==> config.mk <==
export PLATFORM = sky130hd
export DESIGN_NAME = vga_rd_sched_flat
export DESIGN_NICKNAME = d
export VERILOG_FILES = /design/src/rtl/vga_rd_pkg.sv /design/src/rtl/vga_rd_sched_if.sv /design/src/rtl/vga_sync_edge.sv /design/src/rtl/vga_rd_sched.sv /design/src/flat_wrapper.sv
export SDC_FILE = /design/constraint.sdc
export NUM_CORES = 1
export LEC_CHECK = 0
export CELL_PAD_IN_SITES_DETAIL_PLACEMENT = 0
export CELL_PAD_IN_SITES_GLOBAL_PLACEMENT = 1
export CORE_ASPECT_RATIO = 0.5
export CORE_UTILIZATION = 48
export CTS_CLUSTER_SIZE = 25
export DETAILED_ROUTE_END_ITERATION = 10
export PLACE_DENSITY = 0.93
export REMOVE_ABC_BUFFERS = 1
export SYNTH_ARGS = -nofsm -noshare
export SYNTH_HDL_FRONTEND = slang
export SYNTH_SLANG_ARGS = --single-unit
==> constraint.sdc <==
create_clock -name clk -period 15.6 [get_ports clk]
set_clock_uncertainty 0.05 [all_clocks]
set_input_delay 2.34 -clock clk [delete_from_list [all_inputs] [get_ports clk]]
set_output_delay 2.34 -clock clk [all_outputs]
set_load 0.1 [all_outputs]
==> src/rtl/vga_rd_pkg.sv <==
`default_nettype none
// ============================================================================
// vga_rd_pkg : shared types and constants for the VGA frame-read scheduler
// Revision   : 1.0
// ============================================================================
package vga_rd_pkg;

    localparam int LEN_W     = 9;
    localparam int PIX_CNT_W = 19;

    typedef enum logic [2:0] {
        ST_IDLE  = 3'd0,
        ST_FLUSH = 3'd1,
        ST_CHECK = 3'd2,
        ST_REQ   = 3'd3,
        ST_WAIT  = 3'd4
    } state_t;

    function automatic int unsigned frame_bytes(input int unsigned pix, input int unsigned bpp);
        return pix * bpp;
    endfunction

endpackage
`default_nettype wire

==> src/rtl/vga_rd_sched_if.sv <==
`default_nettype none
// ============================================================================
// vga_rd_sched_if : DDR3 burst-read request channel plus burst-done pulse
// Revision        : 1.0
// ============================================================================
interface vga_rd_sched_if
    import vga_rd_pkg::*;
#(
    parameter int ADDR_W = 30
) ();

    logic              rd_req_valid;
    logic              rd_req_ready;
    logic [ADDR_W-1:0] rd_req_addr;
    logic [LEN_W-1:0]  rd_req_len;
    logic              rd_done;

    modport master (
        output rd_req_valid, rd_req_addr, rd_req_len,
        input  rd_req_ready, rd_done
    );

    modport slave (
        input  rd_req_valid, rd_req_addr, rd_req_len,
        output rd_req_ready, rd_done
    );

endinterface
`default_nettype wire

==> src/rtl/vga_sync_edge.sv <==
`default_nettype none
// ============================================================================
// vga_sync_edge : registers a sync strobe and flags its rising edge
// Revision      : 1.0
// ============================================================================
module vga_sync_edge (
    input  wire logic clk,
    input  wire logic rst_n,
    input  wire logic sig,
    output logic      rise
);

    logic r_sig_d;

    always_ff @(posedge clk or negedge rst_n) begin
        if (!rst_n) begin
            r_sig_d <= 1'b0;
        end else begin
            r_sig_d <= sig;
        end
    end

    assign rise = sig & ~r_sig_d;

endmodule
`default_nettype wire

==> src/rtl/vga_rd_sched.sv <==
`default_nettype none
// ============================================================================
// vga_rd_sched : per-frame burst-read scheduler feeding the VGA pixel FIFO
// Revision     : 1.0
// ============================================================================
module vga_rd_sched
    import vga_rd_pkg::*;
#(
    parameter int                ADDR_W        = 30,
    parameter logic [ADDR_W-1:0] FB_BASE       = '0,
    parameter int                FRAME_PIX     = 307200,
    parameter int                BYTES_PER_PIX = 4,
    parameter int                BURST_LEN     = 64,
    parameter int                FIFO_DEPTH    = 1024,
    parameter int                FLUSH_CYC     = 4
) (
    input  wire logic        clk,
    input  wire logic        rst_n,
    input  wire logic        vsync,
    input  wire logic        buf_sel,
    input  wire logic [10:0] fifo_level,
    vga_rd_sched_if.master   rd,
    output logic             fifo_flush,
    output logic             busy
);

    localparam int                   c_fcnt_w      = (FLUSH_CYC > 1) ? $clog2(FLUSH_CYC) : 1;
    localparam logic [c_fcnt_w-1:0]  c_flush_last  = c_fcnt_w'(FLUSH_CYC - 1);
    localparam logic [ADDR_W-1:0]    c_frame_bytes = ADDR_W'(frame_bytes(FRAME_PIX, BYTES_PER_PIX));
    localparam logic [ADDR_W-1:0]    c_bpp         = ADDR_W'(BYTES_PER_PIX);
    localparam logic [PIX_CNT_W-1:0] c_frame_pix   = PIX_CNT_W'(FRAME_PIX);
    localparam logic [PIX_CNT_W-1:0] c_burst_wide  = PIX_CNT_W'(BURST_LEN);
    localparam logic [LEN_W-1:0]     c_burst_len   = LEN_W'(BURST_LEN);
    localparam logic [11:0]          c_fifo_depth  = 12'(FIFO_DEPTH);

    state_t                r_state;
    logic [c_fcnt_w-1:0]   r_flush_cnt;
    logic [PIX_CNT_W-1:0]  r_pix_cnt;
    logic [ADDR_W-1:0]     r_cur_addr;
    logic                  r_resync_pend;

    logic                  w_fs;
    logic [PIX_CNT_W-1:0]  w_remain;
    logic [LEN_W-1:0]      w_len;
    logic                  w_fits;
    logic [ADDR_W-1:0]     w_base;
    logic                  w_go_flush;

    vga_sync_edge u_vsync_edge (
        .clk   (clk),
        .rst_n (rst_n),
        .sig   (vsync),
        .rise  (w_fs)
    );

    assign w_remain = c_frame_pix - r_pix_cnt;
    assign w_len    = (w_remain < c_burst_wide) ? w_remain[LEN_W-1:0] : c_burst_len;
    // 12-bit sum so a full FIFO plus a full burst cannot wrap
    assign w_fits   = ({1'b0, fifo_level} + 12'(w_len)) <= c_fifo_depth;
    assign w_base   = buf_sel ? (FB_BASE + c_frame_bytes) : FB_BASE;

    // A frame start in REQ/WAIT is deferred until the outstanding burst lands
    assign w_go_flush = ((r_state == ST_IDLE)  && w_fs) ||
                        ((r_state == ST_CHECK) && w_fs) ||
                        ((r_state == ST_WAIT)  && rd.rd_done && (r_resync_pend || w_fs));

    always_ff @(posedge clk or negedge rst_n) begin
        if (!rst_n) begin
            r_state         <= ST_IDLE;
            r_flush_cnt     <= '0;
            r_pix_cnt       <= '0;
            r_cur_addr      <= '0;
            r_resync_pend   <= 1'b0;
            rd.rd_req_valid <= 1'b0;
            rd.rd_req_addr  <= '0;
            rd.rd_req_len   <= '0;
            fifo_flush      <= 1'b0;
            busy            <= 1'b0;
        end else begin
            case (r_state)
                ST_IDLE: begin
                end
                ST_FLUSH: begin
                    if (r_flush_cnt == c_flush_last) begin
                        fifo_flush <= 1'b0;
                        r_state    <= ST_CHECK;
                    end else begin
                        r_flush_cnt <= r_flush_cnt + 1'b1;
                    end
                end
                ST_CHECK: begin
                    if (!w_fs) begin
                        if (r_pix_cnt == c_frame_pix) begin
                            r_state <= ST_IDLE;
                            busy    <= 1'b0;
                        end else if (w_fits) begin
                            r_state         <= ST_REQ;
                            rd.rd_req_valid <= 1'b1;
                            rd.rd_req_addr  <= r_cur_addr;
                            rd.rd_req_len   <= w_len;
                        end
                    end
                end
                ST_REQ: begin
                    if (w_fs) r_resync_pend <= 1'b1;
                    if (rd.rd_req_ready) begin
                        rd.rd_req_valid <= 1'b0;
                        r_state         <= ST_WAIT;
                    end
                end
                ST_WAIT: begin
                    if (w_fs) r_resync_pend <= 1'b1;
                    if (rd.rd_done) begin
                        r_pix_cnt  <= r_pix_cnt + PIX_CNT_W'(rd.rd_req_len);
                        r_cur_addr <= r_cur_addr + ADDR_W'(rd.rd_req_len) * c_bpp;
                        r_state    <= ST_CHECK;
                    end
                end
                default: r_state <= ST_IDLE;
            endcase

            if (w_go_flush) begin
                r_state       <= ST_FLUSH;
                fifo_flush    <= 1'b1;
                busy          <= 1'b1;
                r_flush_cnt   <= '0;
                r_cur_addr    <= w_base;
                r_pix_cnt     <= '0;
                r_resync_pend <= 1'b0;
            end
        end
    end

endmodule
`default_nettype wire

==> src/flat_wrapper.sv <==
// flat-port wrapper written by rule: the top's interface ports become plain ports
module vga_rd_sched_flat import vga_rd_pkg::*;
#(
    parameter int                ADDR_W        = 30,
    parameter logic [ADDR_W-1:0] FB_BASE       = '0,
    parameter int                FRAME_PIX     = 307200,
    parameter int                BYTES_PER_PIX = 4,
    parameter int                BURST_LEN     = 64,
    parameter int                FIFO_DEPTH    = 1024,
    parameter int                FLUSH_CYC     = 4
)
  (clk, rst_n, vsync, buf_sel, fifo_level, fifo_flush, busy, rd_rd_req_valid, rd_rd_req_addr, rd_rd_req_len, rd_rd_req_ready, rd_rd_done);
  vga_rd_sched_if #(.ADDR_W(ADDR_W)) rd_i ();
  input  wire logic clk;
  input  wire logic rst_n;
  input  wire logic vsync;
  input  wire logic buf_sel;
  input  wire logic [10:0] fifo_level;
  output logic fifo_flush;
  output logic busy;
  output wire logic [$bits(rd_i.rd_req_valid)-1:0] rd_rd_req_valid;
  output wire logic [$bits(rd_i.rd_req_addr)-1:0] rd_rd_req_addr;
  output wire logic [$bits(rd_i.rd_req_len)-1:0] rd_rd_req_len;
  input wire logic [$bits(rd_i.rd_req_ready)-1:0] rd_rd_req_ready;
  input wire logic [$bits(rd_i.rd_done)-1:0] rd_rd_done;
  assign rd_rd_req_valid = rd_i.rd_req_valid;
  assign rd_rd_req_addr = rd_i.rd_req_addr;
  assign rd_rd_req_len = rd_i.rd_req_len;
  assign rd_i.rd_req_ready = rd_rd_req_ready;
  assign rd_i.rd_done = rd_rd_done;
  vga_rd_sched #(.ADDR_W(ADDR_W), .FB_BASE(FB_BASE), .FRAME_PIX(FRAME_PIX), .BYTES_PER_PIX(BYTES_PER_PIX), .BURST_LEN(BURST_LEN), .FIFO_DEPTH(FIFO_DEPTH), .FLUSH_CYC(FLUSH_CYC)) u_core (.clk(clk), .rst_n(rst_n), .vsync(vsync), .buf_sel(buf_sel), .fifo_level(fifo_level), .rd(rd_i), .fifo_flush(fifo_flush), .busy(busy));
endmodule
==> results of run 1 <==
==> routing by layer <==
| layer | vias to the layer above | wire length, um |
|---|---|---|
| met1 | 2098 | 5720 |
| met4 | 0 | 108 |
| li1 | 2107 | - |
| met2 | 92 | 5210 |
| met3 | 12 | 466 |
| met5 | - | 0 |
==> area by class of cell <==
cell class	instances	area, um2	area share
well taps	145	181	0.0279
multi-input cells	428	3040	0.466
flip-flops and latches	94	2350	0.361
clock buffers	10	229	0.0352
inverters	19	71.3	0.0109
clock inverters	6	46.3	0.00711
repair buffers	61	596	0.0914
==> stage by stage <==
step                total power, uW  setup WS, ps   util  instance area (um2)
floorplan                       472         10450      -                 5450
global placement                532          9800  0.561                 6240
detailed placement              537          9720  0.561                 6240
CTS                             742          9930  0.586                 6510
global route                    774          9550  0.586                 6510
finish                          736          9890  0.586                 6510
==> synth_stat cells, types with 2 or more instances <==
library cell	n
dfrtp_1	94
nor2_1	49
nand2_1	47
o21ai_0	39
ha_1	29
a21oi_1	26
xnor2_1	21
xor2_1	20
inv_1	19
mux2_2	19
nand3_1	18
mux2_4	17
nor3_1	14
clkbuf_1	10
a21o_1	8
nand4_1	8
nor4_1	8
nand2b_1	7
or4_1	7
a22o_1	6
and2_1	6
a211oi_1	5
o211ai_1	5
or2_2	5
or3_1	5
and3_1	4
mux2i_1	4
o21bai_1	4
a211o_1	3
a21boi_0	3
a31oi_1	3
buf_6	3
fa_1	3
nor2b_1	3
o22ai_1	3
buf_2	2
buf_4	2
nor3b_1	2
o21a_1	2
o31ai_1	2
==> sequential cells by signal, indices dropped and copies added, names as in the netlist <==
register                     count
u_core.rd.rd_req_len             9
u_core.r_resync_pend             1
u_core.busy                      1
u_core.rd.rd_req_valid           1
u_core.r_pix_cnt                19
u_core.r_flush_cnt               2
u_core.fifo_flush                1
u_core.rd.rd_req_addr           28
u_core.r_state                   3
u_core.r_cur_addr               28
u_core.u_vsync_edge.r_sig_d      1
==> tightest hold or removal path, cell delays in order (launching register included) <==
cell	delay, ps
dfrtp_1	340
nand2_1	50
nand2_1	50
==> cells by family (layout without fill, tap and decap cells) <==
logic type | after synthesis | in the layout | share of synthesized area
flip-flops | 94 | 94 | 0.425
adder cells (fa/ha/maj) | 33 | 33 | 0.0782
multiplexers | 40 | 40 | 0.0919
XOR/XNOR | 41 | 41 | 0.0648
AO/OA/AOI/OAI | 120 | 120 | 0.138
other | 1 | 4 | 0.000677
buffers and inverters | 37 | 96 | 0.0309
AND/OR/NAND/NOR | 190 | 190 | 0.171
==> final timing paths <==
check | to | slack (ps) | cells past startpoint
setup / recovery | u_core.rd.rd_req_addr[18] | 9890 | 17
hold / removal | u_core.fifo_flush | 420 | 2
setup reg to reg | u_core.rd.rd_req_addr[18] | 9890 | 17
hold reg to reg | u_core.fifo_flush | 420 | 2
max in group asynchronous | u_core.r_cur_addr[7] | 12450 | 2
min in group asynchronous | u_core.rd.rd_req_addr[26] | 1780 | 1
==> power breakdown <==
group,switching [uW],total (uW),internal (uW)
sequential,28.4,297,269
combinational,163,235,71.3
clock,95.3,204,109
==> flow_summary.yaml, run 1 <==
setup_path:
  arrival_ps: 5890
  start_kind: "flip-flop"
  cp_max_fo: 38
  critPathRequiredTime_ps: 15780
  rr_startpoint: "u_core.r_pix_cnt[1]"
  cpPeakStageDelay_ps: 730
  crit_family: "simple AND/OR/NAND/NOR gates"
  critPathCaptureType: "flip-flop"
  path_cells: "or4_1 -> nor4_1 -> nor2_1 -> maj3_1 -> nand3_1 -> or4_1 -> nor2_1 -> ha_1 -> fa_1 -> a211oi_1 -> nor2_1 -> mux2i_1 -> nand4_1 -> a2111oi_2 -> a31oi_1 -> or4_4 -> mux2_4"
  worst-path-buf-inv: 0
  cpMaxStageDelayCell: "or4_4"
  startpoint: "u_core.r_pix_cnt[1]"
  path_class: "reg -> reg"
  cpMostUsedCell: "nor2_1"
synthesis:
  avgSynthCellArea_um2: 9.96
  synthTopCellsByArea: "dfrtp_1, ha_1, mux2_4"
  synth-async-reset-ratio: 1.00
  synth-edff-count: 0
  ys_types: 61
  synth_warnings: 0
  ys.flop_type: "dfrtp_1"
  yosysSeqAreaShare: 0.425
  syn_inst: 556
  netlist_area_um2: 5540
  ys_seq_elements: 94
  synth_top_area_share: 0.425
  yosysTopAreaCell: "dfrtp_1"
clocking:
  clkTransAtPathRegs_ps: 70
  cts_resized: 0
  post-cts-setup-buffers: 0
  cts.sink_count: 94
  clock_latency_ps: 340
  cts_buffers: 9
  ctsRootBufferMaster: "clkbuf_16"
  clock_path_buffers: 2
  hold_buffers: 0
  tritoncts: "built"
  cts_htree_levels: 3
sta:
  relSlewSlack: 0.320
  slew_violations: 0
  fmax_ghz: 0.175
  fin_hold_ws_ps: 425
  fin_tns_setup_ps: 0
  fin_crit_sh: 0.366
  rsz0062_at_grt: "false"
  fin_crit_ps: 5710
  finalSetupViolations: 0
  timing.final.hold_violations: 0
  tightest_slew_ps: 1020
layout:
  final_cell_mix: "dfrtp_1, clkdlybuf4s50_1, nor2_1"
  fin_cells: 763
  drive_gt1_frac: 0.113
  fin_nets: 662
  layout_commonest_cell: "dfrtp_1"
  antennaDiodeCount: 0
  fillers: 952
  area_growth_pct: 17.6
pwr:
  vdd_ir_drop_max_mv: 0.0777
  power_density_nw_per_um2: 113
  p_leak_uw: 0.00300
outcome:
  status: "finished, final reports clean"
detailed_routing:
  drtPass1Iterations: 5
  drc: 0
  post_drt_wl_per_cell_um: 15.1
  detail-route-antenna-nets: 0
  viasPerCell: 5.65
  drt_wl_total_mm: 11.5
  vias: 4309
  dr.first_iter.drc_count: 245
floorplanning:
  start_util: 0.498
  rows: 27
  io_pins: 59
  dieArea_um2: 12000
  chipHeight_um: 78.0
  core_area_um2: 11100
  die_x_um: 154
placed_design:
  port_buffers: 56
  place_inst: 747
  place.gp.congestion: 0.923
  hpwl_mm: 8.21
global_route:
  grt.total_usage: 0.208
  grt_pass1_wl_mm: 20.0
  antenna_found_initial: 0
  grt-busiest-layer: "met2"
  grt_pass1_vias: 4156
  grt_max_degree: 80
  use_met3: 0.0419
  met2_usage: 0.333
  met1_usage: 0.283
  overflow: 0
worst_hold_path:
  hold_class: "reg -> reg"
  min_from: "u_core.fifo_flush"
run:
  drv_cap: 0
Power figures use the tool's default switching activity.
==> inputs of run 2 (changes only) <==
CORE_UTILIZATION = 45   (was 48)
PLACE_DENSITY = 0.88   (was 0.93)
clock period = 5.99 ns   (was 15.6 ns; I/O delays follow)
==> run 2 against run 1 <==
Effect of this change: setup slack worse by 9500 ps; first-iteration DRC count down 18%; critical path depth unchanged; via count is 2.1% lower; utilization shrank 3.3 points; hold slack better by 11 ps; highest routed layer unchanged; count of clock-buffer cells in the layout unchanged; final area rose by 1.2%.
==> flow_summary.yaml, run 2 (synthesized netlist as in run 1, its figures left out) <==
clocking:
  post-cts-setup-buffers: 0
  clock_latency_ps: 350
  tritoncts: "built"
  cts_buffers: 9
  clock_path_buffers: 2
  ctsRootBufferMaster: "clkbuf_16"
  clkTransAtPathRegs_ps: 70
  cts_htree_levels: 3
  hold_buffers: 0
  cts.sink_count: 94
global_route:
  antenna_found_initial: 0
  grt_max_degree: 55
  grt_pass1_wl_mm: 19.6
  grt_pass1_vias: 3938
  overflow: 0
  grt.total_usage: 0.193
placed_design:
  port_buffers: 56
  place.gp.congestion: 0.882
  placed_area_um2: 6260
  hpwl_mm: 8.12
layout:
  regArea_um2: 2350
  fillers: 1069
  fin_nets: 662
  final_cell_mix: "dfrtp_1, clkdlybuf4s50_1, nor2_1"
  layout_commonest_cell: "dfrtp_1"
  design_area_um2: 6590
  multiInputGateArea_um2: 3040
  drive_gt1_frac: 0.115
  antennaDiodeCount: 0
  reg_top3: "u_core.r_cur_addr: 28 flops, u_core.rd.rd_req_addr: 28 flops, u_core.r_pix_cnt: 19 flops"
  area_growth_pct: 19.0
setup_path:
  critPathCaptureType: "flip-flop"
  arrival_ps: 5780
  path_class: "reg -> reg"
  cpMostUsedCell: "nor2_1"
  cpMaxStageDelayCell: "or4_4"
  cp_max_fo: 38
  critPathRequiredTime_ps: 6170
  cpPeakStageDelay_ps: 730
  start_kind: "flip-flop"
  path_cells: "or4_1 -> nor4_2 -> nor2_1 -> maj3_1 -> nand3_1 -> or4_1 -> nor2_1 -> ha_1 -> fa_1 -> a211oi_1 -> nor2_1 -> mux2i_1 -> nand4_1 -> a2111oi_2 -> a31oi_1 -> or4_4 -> mux2_4"
  r2r_cells: 17
detailed_routing:
  detail-route-antenna-nets: 0
  drt_wl_total_mm: 11.6
  viasPerCell: 5.39
  drtPass1Iterations: 4
  dr.first_iter.drc_count: 202
  post_drt_wl_per_cell_um: 14.8
  vias: 4219
  drc: 0
floorplanning:
  chipHeight_um: 80.5
  dieArea_um2: 12800
  die_x_um: 159
  rows: 28
  io_pins: 59
  core_area_um2: 11900
  start_util: 0.465
sta:
  fin_tns_setup_ps: 0
  fin_crit_ps: 5600
  fin_crit_sh: 0.935
  fmax_ghz: 0.179
  rsz0062_at_grt: "false"
  tightest_slew_ps: 1000
  finalSetupViolations: 0
  relSlewSlack: 0.327
  timing.final.hold_violations: 0
  slew_violations: 0
outcome:
  status: "finished, final reports clean"
pwr:
  p_leak_uw: 0.00302
  vdd_ir_drop_max_mv: 0.240
  power_density_nw_per_um2: 304
worst_hold_path:
  hold_path_depth: 2
  hold_class: "reg -> reg"
run:
  drv_cap: 0
run 2: path summary, 6_finish.rpt:
check,startpoint,endpoint,slack [ps]
worst min-delay path,u_core.fifo_flush,u_core.fifo_flush,440
worst min register to register,u_core.fifo_flush,u_core.fifo_flush,440
worst max-delay path,u_core.r_pix_cnt[1],u_core.rd.rd_req_addr[29],390
worst max register to register,u_core.r_pix_cnt[1],u_core.rd.rd_req_addr[29],390
min in group asynchronous,rst_n,u_core.rd.rd_req_addr[26],480
max in group asynchronous,rst_n,u_core.r_pix_cnt[5],4330
run 2: worst max-delay path: cells and delay by family, from the launching register on:
kind,cells,cell delay [ps]
DFF,1,450
AOI/OAI and AO/OA,3,810
muxes,2,560
adders and majority gates,3,970
and+or+nand+nor,9,2600
run 2: power by group:
| part | internal, uW | switching, uW |
|---|---|---|
| combinational | 186 | 426 |
| clock | 369 | 249 |
| sequential | 700 | 71.6 |
run 2: per-stage QoR:
step           power [uW]   util  setup WS (ps)  std cells  hold WS (ps)
3_5_place_dp         1400  0.526            350        767           416
6_report             2000  0.553            390        783           436
5_1_grt              2100  0.553           52.8        783           465
3_3_place_gp         1390  0.526            465        767           412
4_1_cts              2020  0.553            321        783           430
2_1_floorplan        1230      -           1010        541           414
run 2: cell type report:
type                    count  area share
multi-input cells         428       0.462
flip-flops and latches     94       0.357
clock inverters             6      0.0142
clock buffers              10      0.0347
repair buffers             61      0.0903
inverters                  19      0.0108
well taps                 165      0.0313
run 2: timing repair:
action / CTS / global route
endpoints found under the setup margin: 0 / 35
endpoints found under the hold margin: 0 / 0
resized for setup: 0 / 1
run 2: per-layer routing:
metal	global-route usage	share of wire
met5	0	0
met4	0.0471	0.0075
met3	0.0465	0.037
met2	0.291	0.42
met1	0.278	0.53
==> inputs of run 3 (changes only) <==
CORE_MARGIN = 5   (was not set)
MAX_ROUTING_LAYER = met4   (was not set)
==> run 3 against run 2 <==
Effect of this change: count of clock-buffer cells in the layout shrank 1; final area grew 0.59%; global-route usage shrank 1.8 points; critical path depth is the same; sequential cell count is the same; final cell count grew 0.26%; register-to-register slack lost 60 ps; critical path type unchanged; highest routed layer unchanged.
==> flow_summary.yaml, run 3 (synthesized netlist as in run 1, its figures left out) <==
outcome:
  status: "finished, final reports clean"
setup_path:
  start_kind: "flip-flop"
  critPathCaptureType: "flip-flop"
  r2r_cells: 17
  path_class: "reg -> reg"
  rr_startpoint: "u_core.r_pix_cnt[1]"
  arrival_ps: 5830
  cp_max_fo: 19
  reg2reg_slack_ps: 330
  r2r-end: "u_core.rd.rd_req_len[1]"
  critPathRequiredTime_ps: 6170
detailed_routing:
  drc: 0
  post_drt_wl_per_cell_um: 16.0
  drt_wl_total_mm: 12.5
  drtPass1Iterations: 4
  vias: 4331
  viasPerCell: 5.52
  dr.first_iter.drc_count: 300
  detail-route-antenna-nets: 0
floorplanning:
  io_pins: 59
  chipHeight_um: 88.5
  rows: 28
  dieArea_um2: 14800
  core_area_um2: 11900
  die_x_um: 167
  start_util: 0.465
global_route:
  grt.total_usage: 0.176
  grt_pass1_wl_mm: 20.6
  antenna_found_initial: 0
  overflow: 0
  grt_pass1_vias: 4245
  grt_max_degree: 70
layout:
  fin_nets: 664
  final_cell_mix: "dfrtp_1, clkdlybuf4s50_1, nor2_1"
  reg_top3: "u_core.r_cur_addr: 28 flops, u_core.rd.rd_req_addr: 28 flops, u_core.r_pix_cnt: 19 flops"
  drive_gt1_frac: 0.119
  antennaDiodeCount: 0
  area_growth_pct: 19.7
  layout_commonest_cell: "dfrtp_1"
clocking:
  clkTransAtPathRegs_ps: 70
  ctsRootBufferMaster: "clkbuf_16"
  tritoncts: "built"
  clock_path_buffers: 2
  clock_latency_ps: 340
  cts_buffers: 9
  cts_htree_levels: 3
  cts.sink_count: 94
pwr:
  p_int_uw: 1260
  p_clk_frac: 0.311
  power_density_nw_per_um2: 305
  power.net_switching_uw: 764
  vdd_ir_drop_max_mv: 0.239
  netSwitchingFraction: 0.377
  seqPwrFrac: 0.383
  p_leak_uw: 0.00304
  pwr-share-comb: 0.306
sta:
  rsz0062_at_grt: "false"
  fmax_ghz: 0.177
  timing.final.hold_violations: 0
  fin_crit_sh: 0.944
  tightest_slew_ps: 1110
  slew_violations: 0
  fin_crit_ps: 5660
  fin_hold_ws_ps: 410
  relSlewSlack: 0.255
  finalSetupViolations: 0
  fin_tns_setup_ps: 0
run:
  drv_cap: 0
placed_design:
  place.gp.congestion: 0.887
  port_buffers: 56
  hpwl_mm: 8.60
worst_hold_path:
  hold_class: "in -> async"
==> run 3: worst max-delay path by stage <==
stage	slack (ps)	start	to
floorplan	1010	u_core.r_pix_cnt[1]	u_core.rd.rd_req_len[1]
global placement	440	u_core.r_pix_cnt[1]	u_core.rd.rd_req_addr[21]
detailed placement	400	u_core.r_pix_cnt[1]	u_core.rd.rd_req_addr[26]
CTS	360	u_core.r_pix_cnt[1]	u_core.rd.rd_req_addr[18]
global route	2	u_core.r_pix_cnt[1]	u_core.rd.rd_req_len[1]
finish	330	u_core.r_pix_cnt[1]	u_core.rd.rd_req_len[1]
==> run 3: layer usage <==
| layer | part of all wire | global-route usage | up-vias |
|---|---|---|---|
| met3 | 0.051 | 0.0402 | 5 |
| met4 | 0.0045 | 0.0431 | 0 |
| met5 | 0 | - | - |
| met2 | 0.46 | 0.285 | 83 |
| li1 | - | - | 2120 |
| met1 | 0.48 | 0.227 | 2123 |
==> run 3: cell type report <==
| type | count | area, um2 |
|---|---|---|
| Inverter | 19 | 71.3 |
| Timing Repair Buffer | 62 | 616 |
| Fill cell | 1066 | 5280 |
| Clock buffer | 9 | 225 |
| Sequential cell | 94 | 2350 |
| Multi-Input combinational cell | 429 | 3060 |
| Clock inverter | 7 | 105 |
| Tap cell | 165 | 206 |
==> run 3: critical path, cell delays in order (launching register included) <==
cell       delay [ps]
dfrtp_1           460
or4_1             610
nor4_2            420
nor2_1             90
maj3_1            340
nand3_1            90
or4_1             290
nor2_1            120
ha_1              230
fa_1              410
a211oi_1          370
nor2_1            120
mux2i_1           170
nand4_1           140
a2111oi_2         240
a31oi_1           270
or4_4             760
mux2_4            350
==> run 3: per-stage QoR <==
stage | setup WS, ps | instance area, um2 | utilization | total power (uW) | cells
after floorplan | 1010 | 5450 | - | 1230 | 541
after global placement | 443 | 6260 | 0.526 | 1390 | 767
after detailed placement | 396 | 6260 | 0.526 | 1400 | 767
after CTS | 358 | 6590 | 0.554 | 2030 | 783
after global routing | 2.23 | 6630 | 0.557 | 2120 | 785
final | 335 | 6630 | 0.557 | 2030 | 785
==> run 3: timing repair <==
item                                    4_1_cts  5_1_grt
endpoints found under the setup margin        0       35
setup buffers                                 0        1
resized for setup                             0        2
hold buffers                                  0        0
==> run 3: power groups by stage <==
stage	Clock, uW	Sequential [uW]	Combinational, uW
finish	630	775	620
global placement	0	783	607
global route	670	789	660
detailed placement	0	786	615
CTS	643	775	617
floorplan	0	1010	220
==> RTL edit (config.mk and constraints of run 3) <==
Re-encode `state_t` (5 states) as Gray code, 3 bits wide.
--- a/src/rtl/vga_rd_pkg.sv
+++ b/src/rtl/vga_rd_pkg.sv
@@ -9,11 +9,11 @@
     localparam int PIX_CNT_W = 19;
 
     typedef enum logic [2:0] {
-        ST_IDLE  = 3'd0,
-        ST_FLUSH = 3'd1,
-        ST_CHECK = 3'd2,
-        ST_REQ   = 3'd3,
-        ST_WAIT  = 3'd4
+        ST_IDLE  = 3'b000,
+        ST_FLUSH = 3'b001,
+        ST_CHECK = 3'b011,
+        ST_REQ   = 3'b010,
+        ST_WAIT  = 3'b110
     } state_t;
 
     function automatic int unsigned frame_bytes(input int unsigned pix, input int unsigned bpp);
Function: no difference found for any inputs over 10 cycles, from zero or initial values and one cycle with rst_n low; not proved beyond that.
==> RTL edit against run 3 <==
- die area fell by 0.31%
- global-route usage rose by 0.15 points
- setup slack got worse by 31 ps
- via count fell by 0.39%
- critical path type unchanged
- design area fell by 0.55%
- core utilization fell by 0.30 points
- routed wire length fell by 4.3%
- sequential cell count did not move
- power fell by 4.2%
- cell count rose by 0.76%
- synthesized area fell by 0.34%
- count of clock-buffer cells in the layout rose by 4
==> RTL edit: results (changes against run 3) <==
place.gp.congestion: 0.877  # -1.1%
yosysSeqAreaShare_pct: 42.6  # +0.14 points
drt-wirelength-per-cell_um: 15.2  # -5.0%
clk_share_pct: 5.31  # +0.33 points
met1_usage_pct: 23.7  # +1.1 points
grt_max_degree: 71  # +1.4%
dr_wl_met3_um: 429  # -33%
m1WireLength_um: 6180  # +2.7%
place_ws_ps: 147  # -249 ps
worstSetupStartpoint: "u_core.r_pix_cnt[0]$_DFFE_PN0P_"
cp_slowest_cell: "or4b_4"
nets: 670  # +0.90%
finalWorstSetupSlack_ps: 304  # -30.7 ps
multi_input_gates: 440  # +2.6%
clock_buffers: 13  # +4
wl_met2_um: 5280  # -9.2%
critPathMaxFanout: 38  # +19
dp.cells: 775  # +1.0%
hpwl_um: 8490  # -1.3%
slew_headroom_pct: 33.9  # +8.4 points
dieArea_um2: 14700  # -0.31%
layout.nonclk_buf_share_pct: 9.20  # -0.082 points
synth_cell_types: 64  # +4.9%
status: "complete, no violations"
whs_ps: 389  # -20.7 ps
peakVddDrop_mv: 0.197  # -17%
p_leak_nw: 2.99  # -1.7%
[RTL edit: changes by cell type after synthesis, moves of 4 or more]
cell | before | now
a21oi_1 | 26 | 31
and3_1 | 4 | 8
clkbuf_1 | 10 | 14
inv_1 | 19 | 14
mux2_2 | 19 | 35
mux2_4 | 17 | 0
nand2_1 | 47 | 58
nor3_1 | 14 | 10
nor4_1 | 8 | 12
or3_1 | 5 | 9
xnor2_1 | 21 | 27
xor2_1 | 20 | 10
[RTL edit: kinds of logic after synthesis]
group | share of synthesized area [%]
buffers and inverters | 2.97
XOR/XNOR | 5.87
AND/OR/NAND/NOR | 18.8
AO/OA/AOI/OAI | 14.3
multiplexers | 7.71
other | 0.0679
flip-flops | 42.6
adder cells (fa/ha/maj) | 7.66
[RTL edit: power breakdown]
group / switching (mW) / internal (mW)
Sequential: 0.0620 / 0.692
Clock: 0.234 / 0.431
Combinational: 0.367 / 0.153
Total: 0.664 / 1.28
